===== src/rtl/fft_config_sched.sv =====
// Round-robin FFT config sequencer: waits for the core to drain, then sends one config beat.
// Optional FFT_CFG_SKIP_REDUNDANT_EN acks repeats of the last sent word without resending it.
module fft_config_sched #(
   parameter int NUM_REQ = 2,
   parameter int SCALE_W = 8
) (
   input  logic                       clk,
   input  logic                       reset,
   input  logic [NUM_REQ-1:0]         req_valid,
   input  logic [NUM_REQ*SCALE_W-1:0] req_scale,
   input  logic [NUM_REQ-1:0]         req_forward,
   output logic [NUM_REQ-1:0]         req_ack,
   output logic [1:0]                 grant_id,
   output logic                       cfg_tvalid,
   input  logic                       cfg_tready,
   output logic                       cfg_tlast,
   output logic [15:0]                cfg_tdata,
   input  logic                       frame_in_last,
   input  logic                       frame_out_last,
   output logic                       cfg_hold
);

   typedef enum logic [1:0] {IDLE, DRAIN, SEND, ACK} state_t;

   state_t               state;
   state_t               state_nxt;
   logic [3:0]           cnt;
   logic [SCALE_W-1:0]   scale_q;
   logic                 fwd_q;
   logic [15:0]          word;
   logic                 gnt_found;
   logic [1:0]           gid_nxt;
   logic [2:0]           sum;
   logic [SCALE_W-1:0]   sel_scale;
   logic                 sel_fwd;
   logic                 redundant;

   assign word      = 16'({scale_q, fwd_q});
   assign cfg_tlast = cfg_tvalid;

`ifdef FFT_CFG_SKIP_REDUNDANT_EN
   logic [SCALE_W:0]     last_word;
   logic                 last_vld;

   assign redundant = last_vld && (last_word == {scale_q, fwd_q});

   always_ff @(posedge clk) begin
      if (reset) begin
         last_word <= '0;
         last_vld  <= 1'b0;
      end else if (state == SEND && cfg_tvalid && cfg_tready) begin
         last_word <= {scale_q, fwd_q};
         last_vld  <= 1'b1;
      end
   end
`else
   assign redundant = 1'b0;
`endif

   // Frames in flight; simultaneous in/out cancel out
   always_ff @(posedge clk) begin
      if (reset) begin
         cnt <= 4'd0;
      end else if (frame_in_last && !frame_out_last) begin
         if (cnt != 4'hF) cnt <= cnt + 4'd1;
      end else if (!frame_in_last && frame_out_last) begin
         if (cnt != 4'd0) cnt <= cnt - 4'd1;
      end
   end

   // Round-robin search starting one past the last grant
   always_comb begin
      gnt_found = 1'b0;
      gid_nxt   = grant_id;
      sum       = 3'd0;
      for (int off = 1; off <= NUM_REQ; off++) begin
         sum = {1'b0, grant_id} + 3'(off);
         if (sum >= 3'(NUM_REQ)) sum = sum - 3'(NUM_REQ);
         for (int i = 0; i < NUM_REQ; i++) begin
            if (!gnt_found && sum == 3'(i) && req_valid[i]) begin
               gnt_found = 1'b1;
               gid_nxt   = 2'(i);
            end
         end
      end
   end

   always_comb begin
      sel_scale = '0;
      sel_fwd   = 1'b0;
      for (int i = 0; i < NUM_REQ; i++) begin
         if (gid_nxt == 2'(i)) begin
            sel_scale = req_scale[i*SCALE_W +: SCALE_W];
            sel_fwd   = req_forward[i];
         end
      end
   end

   always_comb begin
      state_nxt = state;
      case (state)
         IDLE:    if (gnt_found) state_nxt = DRAIN;
         DRAIN: begin
            if (redundant)           state_nxt = ACK;
            else if (cnt == 4'd0)    state_nxt = SEND;
         end
         SEND:    if (cfg_tvalid && cfg_tready) state_nxt = ACK;
         ACK:     state_nxt = IDLE;
         default: state_nxt = IDLE;
      endcase
   end

   // Outputs are registered from the next state so no input reaches them directly
   always_ff @(posedge clk) begin
      if (reset) begin
         state      <= IDLE;
         grant_id   <= 2'(NUM_REQ-1);
         scale_q    <= '0;
         fwd_q      <= 1'b0;
         cfg_tvalid <= 1'b0;
         cfg_tdata  <= 16'd0;
         cfg_hold   <= 1'b0;
         req_ack    <= '0;
      end else begin
         state <= state_nxt;
         if (state == IDLE && gnt_found) begin
            grant_id <= gid_nxt;
            scale_q  <= sel_scale;
            fwd_q    <= sel_fwd;
         end
         cfg_tvalid <= (state_nxt == SEND);
         cfg_tdata  <= (state_nxt == SEND) ? word : 16'd0;
         cfg_hold   <= (state_nxt != IDLE);
         for (int i = 0; i < NUM_REQ; i++) begin
            req_ack[i] <= (state_nxt == ACK) && (grant_id == 2'(i));
         end
      end
   end

endmodule


===== config.mk =====
export PLATFORM = sky130hd
export DESIGN_NAME = fft_config_sched
export DESIGN_NICKNAME = d
export VERILOG_FILES = /design/src/rtl/fft_config_sched.sv
export SDC_FILE = /design/constraint.sdc
export NUM_CORES = 1
export LEC_CHECK = 0
export CELL_PAD_IN_SITES_DETAIL_PLACEMENT = 0
export CELL_PAD_IN_SITES_GLOBAL_PLACEMENT = 1
export CORE_ASPECT_RATIO = 1.5
export CORE_MARGIN = 4
export CORE_UTILIZATION = 32
export CTS_BUF_LIST = sky130_fd_sc_hd__clkbuf_8
export CTS_CLUSTER_SIZE = 28
export DETAILED_ROUTE_END_ITERATION = 12
export PLACE_DENSITY_LB_ADDON = 0.1
export SLEW_MARGIN = 20
export SYNTH_ARGS = -nofsm -noshare
export SYNTH_HDL_FRONTEND = slang
export SYNTH_SLANG_ARGS = --single-unit

===== constraint.sdc =====
create_clock -name clk -period 2.3 [get_ports clk]
set_clock_uncertainty 0.2 [all_clocks]
set_input_delay 0.69 -clock clk [delete_from_list [all_inputs] [get_ports clk]]
set_output_delay 0.69 -clock clk [all_outputs]
set_load 0.02 [all_outputs]

[Yosys cells after proc, flatten, opt, wreduce, memory -nomap -nowiden]
Cells that the tools add are included.
Storage, ports and cells
  flip-flop bits (word level): 37
  bits in latches: 0
  RAM bits: 0
  bits in read-only memories: 0
  input bits: 25
  output and inout port bits: 23
  word-level logic and storage cells: 82
  memories kept: 0
Operators by class
  add/subtract/negate cells: 6
  multipliers: 0
  divide/modulo/power cells: 0
  $lt $le $gt $ge: 2
  equal/unequal tests: 11
  shift operators: 0
  muxes and demuxes: 22
  bitwise gates (word level): 1
  reductions and logical operators: 30
Operators with widths (number)
  $mux W4: 4
  $mux W8: 2
  $mux W2: 7
  $logic_and A1 B1 Y1: 13
  $eq A2 B2 Y1 const B: 4
  $pmux W2 S4: 1
  $eq A2 B1 Y1 const B: 3
  $eq A3 B1 Y1 const B: 2
  $ge A3 B2 Y1 const B: 2
  $logic_not A2 Y1: 3
  $logic_not A3 Y1: 2
  $mux W1: 6
  $mux W3: 2
  $reduce_bool A2 Y1: 3
  $sub A3 B2 Y3 const B: 2
  $logic_not A1 Y1: 5
  $add A4 B1 Y4 const B: 1
  $logic_not A4 Y1: 1
  $ne A4 B4 Y1 const B: 1
  $reduce_bool A4 Y1: 1
  $sub A4 B1 Y4 const B: 1
  $add A2 B1 Y3 const B: 1
  $add A2 B2 Y3 const B: 1
  $reduce_and A3 Y1: 1
  3 further kinds: 3

[Longest topological paths before layout]
  depth in word-level cells: 23
  gate-level depth with buffers: 8
  depth with buffers taken out: 8

[Least setup slack after synthesis]
No wires, ideal clock.
  path type: input to register
  from: in frame_out_last
  to: reg cnt[3]
  setup time: 0.121 ns
  arrival time: 2.048 ns
  required time: 1.979 ns
  path slack: -0.069 ns
  stages: 8
  path buffers: 0
  cells stage by stage: inv_1 ha_1 inv_1 ha_1 a21oi_1 a21oi_1 o211ai_1 mux2_2
On the way
  word-level cells in the longest chain between the ends: 4
  elaborated cells on any way between the ends: 8
  classes of those cells: 1 x eq/ne; 1 x mux; 6 x reduce/logical
RTL lines
  start: declaration: RTL line 19  | input logic frame_out_last,
  $logic_not A1 Y1: RTL line 64  | end else if (frame_in_last && !frame_out_last) begin
  $logic_and A1 B1 Y1: RTL line 64
  $ne A2 B1 Y1 (no source line) or $reduce_bool A2 Y1 (tied branches)
  $reduce_and A3 Y1 (no source line)
  end signal: assignment: RTL line 65  | if (cnt != 4'hF) cnt <= cnt + 4'd1;
  end signal: assignment: RTL line 67  | if (cnt != 4'd0) cnt <= cnt - 4'd1;
  end: declaration: RTL line 27  | logic [3:0] cnt;
Several ways; a longest one is shown, not always the timed one.
A chain may end at the register's enable or synchronous reset.

[Final worst setup path]
  from: reg cfg_tvalid (netlist: cfg_tlast)
  to: out cfg_tlast
RTL lines
  start: declaration: RTL line 14  | output logic cfg_tvalid,
  start signal: assignment: RTL line 131  | cfg_tvalid <= (state_nxt == SEND);
  end: declaration: RTL line 16  | output logic cfg_tlast,
No word-level cell between the ends.

==> flow_summary.yaml <==
status:
  status: "finished, final reports clean"
clock_tree:
  htreeDepth: 2
  clk_latency_ns: 0.28
  cts_inserted_buffers: 5
  tritoncts: "yes"
  cts_sinks: 30
  cts.clk_slew.worst_paths_ns: 0.07
  cts_root_buf: "clkbuf_8"
  cts_buffer_depth: 2
die:
  rows: 30
  coreArea_mm2: 0.004504
  die_h_um: 91.47
  io_pins: 48
  initial_utilization_pct: 33.00
  die_x_um: 63.65
  die_area_mm2: 0.005822
routing:
  wl_per_cell_um: 14.89
  drc: 0
  via_per_inst: 5.202
  antenna_left: 0
  dr.first_iter.drc_count: 31
  first_pass_iters: 4
  wl_mm: 3.767
  dr_total_vias: 1316
final_layout:
  n_antenna_cell: 0
  final_common_cell: "clkdlybuf4s50_1"
  final_core_util_pct: 47.42
  final_nets: 233
  most-common-layout-cells: "38 x clkdlybuf4s50_1, 30 x dfxtp_1, 13 x nor2_1"
  layout-drive-gt1-share_pct: 21.95
  fillers: 443
  fin_cells: 253
  syn2layout_area_growth_pct: 43.69
  fin_area_mm2: 0.002136
timing:
  finalSetupTns_ns: 0
  setup_viol: 0
  hold_viol: 0
  drv_slew: 0
  fin_crit_ns: 2.215
  rsz0062_at_grt: "no"
  max_freq_mhz: 451.5
  final.period_utilization_pct: 96.30
setup_path:
  slowest_delay_ns: 0.64
  path_class: "register to output port"
  slowest_stage: "clkdlybuf4s50_1"
  cp_num_buf_inv: 1
  critPathCaptureType: "output port"
  critPathRequiredTime_ns: 1.41
  start_kind: "register"
  critPathTopFamily: "buffers and inverters"
  arrival_ns: 1.32
  reg2reg_from: "cnt[2]"
  critical_path.max_fanout: 4
  crit_chain: "clkdlybuf4s50_1"
  critical_path.startpoint: "cfg_tlast"
global_route:
  antenna_found_initial: 0
  grt_pass1_vias: 1375
  grt_pass1_wl_mm: 6.389
  overflow: 0
  grt_use_total_pct: 13.95
  grt_max_degree: 22
logic_synthesis:
  yosys.area.top_type_share_pct: 40.40
  ys_seq_area_share_pct: 40.40
  synthTopCellsByArea: "dfxtp_1 40%, mux2_2 7.6%, a2bb2oi_1 5.9%"
  synth_edf_count: 0
  yosys_warnings: 0
  synth-main-ff-cell: "dfxtp_1"
  ys_ff_latch: 30
  synth_cell_types: 38
  yosysTopAreaCell: "dfxtp_1"
  synthCells: 155
  synthArstFlopShare_pct: 0
  syn_area_mm2: 0.001486
  synth_area_per_cell_um2: 9.590
power:
  p_seq_share_pct: 38.1
  clkPwrFrac_pct: 24.0
  p_leak_nw: 0.8414
  comb_power_share_pct: 37.8
  internal_power_w: 0.001217
  p_sw_w: 0.0006173
  switching_share_pct: 33.66
  p_per_area_mw_per_mm2: 858.8
  peakVddDrop_mv: 0.4760
placed_design:
  hpwl_mm: 2.883
  io_buffers: 40
  dp.cells: 244
  dpl-instance-area_mm2: 0.001996
  place.gp.congestion: 0.7553
job:
  max_cap_violations: 0
hold_path:
  hold_class: "register to register"
  min-delay-start: "scale_q[0]"
==> per-stage QoR <==
| step | setup WS [ns] | hold WS (ns) | power (W) |
|---|---|---|---|
| 4_1_cts | 0.03023 | 0.2545 | 0.001855 |
| 6_report | 0.08504 | 0.2502 | 0.001834 |
| 5_1_grt | 0.03291 | 0.2767 | 0.001960 |
| 3_3_place_gp | -0.4287 | 0.2382 | 0.001362 |
| 2_1_floorplan | 0.005778 | 0.2305 | 0.001126 |
| 3_5_place_dp | -0.5864 | 0.2395 | 0.001383 |
==> worst paths after layout <==
check        cells past startpoint  slack, ns      endpoint
min reg2reg                      1       0.25  cfg_tdata[1]
max                              1       0.09     cfg_tlast
min                              1       0.25  cfg_tdata[1]
max reg2reg                      5       0.42        cnt[3]
==> sequential cells by signal, summed over array words and instances (netlist names) <==
name / cells
cfg_tdata: 9
req_ack: 2
fwd_q: 1
scale_q: 8
cfg_tlast: 1
cfg_hold: 1
grant_id: 2
state: 2
cnt: 4
==> power by group through the flow <==
stage	combinational [W]	clock (W)	sequential, W
4_1_cts	0.000699	0.000458	0.000699
5_1_grt	0.000771	0.000479	0.000710
6_report	0.000694	0.000441	0.000699
3_3_place_gp	0.000659	0	0.000704
3_5_place_dp	0.000676	0	0.000707
2_1_floorplan	0.000398	0	0.000728
==> synth_stat cells, types with 3 or more instances <==
cell and instances:
inv_1 4, a22oi_1 9, a2bb2oi_1 10, mux2_2 10
clkbuf_1 4, a21oi_1 7, a211oi_1 9, nor2_1 14
buf_4 8, buf_2 3, dfxtp_1 30, nor2b_1 3
nand3_1 5, nand2_1 5, ha_1 3, and2_1 9
==> logic make-up after synthesis <==
logic type,after synthesis,synth area share (%)
AND/OR/NAND/NOR,46,17.34
AO/OA/AOI/OAI,43,22.64
flip-flops,30,40.40
buffers and inverters,20,7.322
multiplexers,10,7.576
adder cells (fa/ha/maj),4,3.872
other,1,0.2523
XOR/XNOR,1,0.5893
==> per-layer routing <==
metal / up-vias / wire length (um) / global-route usage, %
met5: - / 0 / 0
met1: 612 / 1390 / 13.55
li1: 652 / - / -
met4: 0 / 87 / 6.486
met3: 8 / 234 / 3.837
met2: 44 / 2055 / 26.42
==> timing repair <==
| item | 4_1_cts | 5_1_grt |
|---|---|---|
| pin swaps | 4 | 3 |
| cloned | 0 | 0 |
| setup buffers | 1 | 0 |
| hold buffers | 0 | 0 |
| endpoints found under the setup margin | 2 | 10 |
| gates resized for setup | 11 | 5 |
==> area by class of cell <==
class | instances | area, um^2 | share of cell area, %
timing repair buffer | 52 | 505.5 | 23.67
tap | 48 | 60.06 | 2.812
inverter | 4 | 17.52 | 0.8202
sequential | 30 | 600.6 | 28.12
clock buffer | 6 | 82.58 | 3.866
clock inverter | 2 | 12.51 | 0.5858
multi-input combinational | 111 | 857.1 | 40.13
No activity file was read; power rests on OpenSTA's default activity.
